## src/rtl/proj_fm_scan_ctrl.sv

```systemverilog
// proj_fm_scan_ctrl: loads one FM window into RAM, then replays it NUM_PASSES times with stall/abort control.
// Optional PROJ_FM_SCAN_CTRL_PERF_EN adds a saturating busy-cycle counter on perf_cycles.
package proj_pkg;
  localparam int FM_BUFFER_SIZE = 64;
endpackage

module proj_fm_scan_ctrl #(
  parameter int DEPTH = proj_pkg::FM_BUFFER_SIZE,
  parameter int ADDR_W = $clog2(DEPTH),
  parameter int DATA_W = 32,
  parameter int NUM_PASSES = 4,
  parameter int PASS_W = $clog2(NUM_PASSES + 1)
) (
  input logic in_clk,
  input logic in_rst,
  input logic start,
  input logic abort,
  input logic in_valid,
  input logic [DATA_W-1:0] in_data,
  output logic in_ready,
  input logic stall,
  output logic ram_we,
  output logic ram_re,
  output logic [ADDR_W-1:0] ram_addr,
  output logic [DATA_W-1:0] ram_wdata,
  output logic out_valid,
  output logic [ADDR_W-1:0] out_addr,
  output logic [PASS_W-1:0] out_pass,
  output logic out_last,
  output logic busy,
  output logic done
`ifdef PROJ_FM_SCAN_CTRL_PERF_EN
  ,
  output logic [31:0] perf_cycles
`endif
);
  localparam logic [ADDR_W-1:0] A_LAST = ADDR_W'(DEPTH - 1);
  localparam logic [PASS_W-1:0] P_LAST = PASS_W'(NUM_PASSES - 1);
  typedef enum logic [2:0] {IDLE, LOAD, SCAN, DRAIN, DONE} state_t;
  state_t state, state_n;
  logic [ADDR_W-1:0] wr_ptr, rd_ptr;
  logic [PASS_W-1:0] pass;
  logic kill, wr, rd, wr_end, rd_wrap, rd_end;
  // abort and reset suppress any RAM access in the cycle they are seen
  always_comb begin
    kill = in_rst | abort;
    in_ready = state == LOAD && !kill;
    wr = in_ready && in_valid;
    rd = state == SCAN && !stall && !kill;
    wr_end = wr && wr_ptr == A_LAST;
    rd_wrap = rd_ptr == A_LAST;
    rd_end = rd && rd_wrap && pass == P_LAST;
    ram_we = wr;
    ram_re = rd;
    ram_addr = wr ? wr_ptr : rd ? rd_ptr : '0;
    ram_wdata = wr ? in_data : '0;
    busy = state != IDLE;
    done = state == DONE;
    state_n = state == IDLE ? (start ? LOAD : IDLE) :
              state == LOAD ? (wr_end ? SCAN : LOAD) :
              state == SCAN ? (rd_end ? DRAIN : SCAN) :
              state == DRAIN ? DONE : IDLE;
  end
  always_ff @(posedge in_clk) begin
    if (kill) begin
      state <= IDLE;
      wr_ptr <= '0;
      rd_ptr <= '0;
      pass <= '0;
      out_valid <= 1'b0;
      out_addr <= '0;
      out_pass <= '0;
      out_last <= 1'b0;
    end else begin
      state <= state_n;
      out_valid <= rd;
      if (wr) wr_ptr <= wr_end ? '0 : wr_ptr + 1'b1;
      if (rd) begin
        rd_ptr <= rd_wrap ? '0 : rd_ptr + 1'b1;
        pass <= rd_end ? '0 : rd_wrap ? pass + 1'b1 : pass;
        out_addr <= rd_ptr;
        out_pass <= pass;
        out_last <= rd_end;
      end
    end
  end
`ifdef PROJ_FM_SCAN_CTRL_PERF_EN
  always_ff @(posedge in_clk) begin
    if (in_rst) perf_cycles <= '0;
    else if (state == IDLE && start && !abort) perf_cycles <= '0;
    else if (busy && !abort && !(&perf_cycles)) perf_cycles <= perf_cycles + 1'b1;
  end
`endif
endmodule
```

## config.mk

```make
export PLATFORM = sky130hd
export DESIGN_NAME = proj_fm_scan_ctrl
export DESIGN_NICKNAME = d
export VERILOG_FILES = /design/src/rtl/proj_fm_scan_ctrl.sv
export SDC_FILE = /design/constraint.sdc
export NUM_CORES = 1
export LEC_CHECK = 0
export ABC_CLOCK_PERIOD_IN_PS = 2350
export CAP_MARGIN = 20
export CORE_UTILIZATION = 37
export DETAILED_ROUTE_END_ITERATION = 6
export HOLD_SLACK_MARGIN = 0.02
export PLACE_DENSITY_LB_ADDON = 0.3
export SYNTH_ARGS = -nofsm -noshare
export SYNTH_HDL_FRONTEND = slang
export SYNTH_SLANG_ARGS = --single-unit
```

## constraint.sdc

```tcl
create_clock -name in_clk -period 2.35 [get_ports in_clk]
set_input_delay 0.47 -clock in_clk [delete_from_list [all_inputs] [get_ports in_clk]]
set_output_delay 0.47 -clock in_clk [all_outputs]
set_load 0.05 [all_outputs]
```

==> flow_summary.json <==
{
  "status": "complete, no violations",
  "hold_viol_final": 0,
  "yosys_warnings": 0,
  "p_leak_nw": 1.39,
  "fin_worst_hold_slack_ns": 0.453,
  "cp.arrival_ns": 1.82,
  "core_area_sq_um": 3800,
  "drc_errors": 0,
  "fill_cells": 215,
  "die_area_sq_um": 4370,
  "fin_skew_ns": 0.00771,
  "slowest_stage": "nor4_4",
  "vias": 1916,
  "reg2reg_depth": 5,
  "cts_buffers": 5,
  "grt_pass1_vias": 1873,
  "maxUsedRoutingLayer": "met4",
  "fp.dieW_um": 66.1,
  "synthTopCellsByArea": "dfxtp_1, and3_1, nand2_1",
  "clkSlewWorstSetupHoldPaths_ns": 0.07,
  "grt_pass1_wl_um": 9360,
  "reg2reg_setup_slack_ns": 0.21,
  "crit_path_end": "ram_wdata[30]",
  "syn_area_sq_um": 1520,
  "total_power_mw": 1.19,
  "criticalPathCategory": "in2out",
  "num_antenna_cells": 0,
  "clk_latency_ns": 0.28,
  "setup_viol_count_final": 0,
  "rows": 22,
  "final_cell_mix": "clkdlybuf4s50_1, buf_12, nand2_1",
  "area_growth_syn_to_layout_pct": 112,
  "synth_enable_flop_cells": 0,
  "wl_met3_um": 283,
  "max_slew.worst_pin.slew_ns": 0.493,
  "finalCritPeriodShare_pct": 97.4,
  "drtAntennaViolNets": 0,
  "grt_max_degree": 36,
  "wl_um": 5860,
  "synth_cell_types": 35,
  "final_nets": 346,
  "cp-end-kind": "primary output",
  "syn_area_per_cell_sq_um": 7.49,
  "synth_ff_type": "dfxtp_1",
  "io_buffers": 91,
  "synth_largest_area_cell": "dfxtp_1",
  "globalplace.congestion": 0.814,
  "cp_max_fo": 20,
  "grt_overflow": 0,
  "wl_per_cell_um": 16.5,
  "maxCapViolCount": 0,
  "timing.rr.start": "rd_ptr[0]$_SDFFE_PP0N_",
  "cts-root-buf": "clkbuf_8",
  "synth_top_area_share_pct": 38.2,
  "hp-class": "reg2reg",
  "instances_no_fill": 354,
  "die_y_um": 66.1,
  "final_common_cell": "clkdlybuf4s50_1",
  "regToRegEndpoint": "pass[0]$_SDFFE_PP0P_",
  "htree_levels": 2,
  "clockBufferDepth": 2,
  "critPathMaxStageDelay_ns": 0.36,
  "slew_violations": 0,
  "ys_ff_latch": 29,
  "seqCellArea_sq_um": 582,
  "io_pins": 92,
  "cts_tree": "yes",
  "dr.pass1.iters": 4,
  "power.density_nw_per_um2": 369,
  "vdd_drop_max_uv": 399,
  "synthArstFlopShare_pct": 0,
  "synthCells": 203,
  "track_usage_pct": 29.0,
  "ys_seq_area_share_pct": 38.2,
  "placed_area_sq_um": 3040,
  "slew_headroom_pct": 67.0,
  "worstPathCellList": "dlygate4sd2_1 > buf_6 > nor4_4 > buf_6 > and3_1 > buf_12",
  "crit_required_ns": 1.88,
  "period_needed_ns": 2.29,
  "met1Wirelength_um": 2260,
  "start_util_pct": 40.1,
  "numClockSinks": 29,
  "multi_input_area_sq_um": 951,
  "cts_hold_buf": 0,
  "viasPerCell": 5.41,
  "crit_start": "abort",
  "layout-drive-gt1-share_pct": 31.0,
  "synthesis.nets": 244,
  "path_common_cell": "buf_6",
  "dp_cells": 345,
  "drt_iter0_drc": 146,
  "antenna_found_initial": 0,
  "dr_wl_met2_um": 3140,
  "place_hpwl_um": 4060,
  "final_cell_area_sq_um": 3220,
  "timing.fmax_ghz": 0.437,
  "setup.worst_path.start_class": "primary input"
}
how the worst min path moves through the flow:
stage,from,to,cells after the start
after floorplan,pass[2]$_SDFFE_PP0P_,pass[2]$_SDFFE_PP0P_,2
after global placement,pass[2]$_SDFFE_PP0P_,pass[2]$_SDFFE_PP0P_,2
after detailed placement,pass[2]$_SDFFE_PP0P_,pass[2]$_SDFFE_PP0P_,2
after CTS,out_addr[1]$_SDFFE_PP0N_,out_addr[1]$_SDFFE_PP0N_,2
after global routing,out_pass[0]$_SDFFE_PP0N_,out_pass[0]$_SDFFE_PP0N_,2
final,out_addr[1]$_SDFFE_PP0N_,out_addr[1]$_SDFFE_PP0N_,2
metrics by stage:
stage | utilization (%) | TNS [ns] | setup slack, ns
after global placement | 80.0 | -3.29 | -0.130
after global routing | 84.9 | -0.0279 | -0.0104
after CTS | 84.3 | 0 | 0.0516
after detailed placement | 80.0 | -4.38 | -0.151
final | 84.9 | 0 | 0.0617
after floorplan | - | 0 | 0.00455
per-layer routing:
metal	up-vias	GRT usage, %
li1	910	-
met1	918	33.9
met2	67	49.9
met3	21	7.07
met4	0	12.2
met5	-	0
what timing repair did:
action / CTS / global route
pin swaps: 6 / 2
resized for setup: 18 / 7
setup buffers: 1 / 0
gates cloned: 0 / 0
endpoints found under the setup margin: 41 / 7
sequential cells by signal, summed over array words and instances (netlist names):
register   cells
out_valid      1
out_pass       3
pass           3
out_addr       6
wr_ptr         6
out_last       1
state          3
rd_ptr         6
power breakdown:
group	internal, mW	total, mW	switching, mW
combinational	0.0895	0.151	0.0613
sequential	0.492	0.494	0.00174
clock	0.345	0.544	0.198
total	0.927	1.19	0.261
final cells by class:
type                       count  area share [%]
clock inverter                 1           0.931
clock buffer                   7            2.68
sequential                    29            18.0
inverter                       4           0.698
timing repair buffer         111            46.3
tap                           48            1.86
multi-input combinational    154            29.5
synth_stat cells, types with 2 or more instances:
cell type	number
inv_1	3
nand2_1	47
nor3b_1	2
dfxtp_1	29
ha_1	3
a21oi_1	15
nor2_1	7
nand3_1	7
clkbuf_1	14
and3_1	33
o21ai_0	3
xnor2_1	3
or3_1	3
buf_2	2
nor4_1	2
nand4_1	6
and2_1	4
o32ai_1	2
o31ai_1	2
worst max-delay path: cells and delay by family:
family | cells | cell delay [ns]
buffers and inverters | 4 | 0.74
and+or+nand+nor | 2 | 0.59
cells by family (layout without fill, tap and decap cells):
family	after synthesis	after routing	share of synthesized area, %
compound gates	25	25	9.70
xor+xnor	4	4	2.30
flops	29	29	38.2
mux	1	1	0.658
fa+ha+maj	3	3	2.47
simple gates	121	121	41.6
buf+inv	20	123	5.10
No activity file was read; power rests on OpenSTA's default activity.
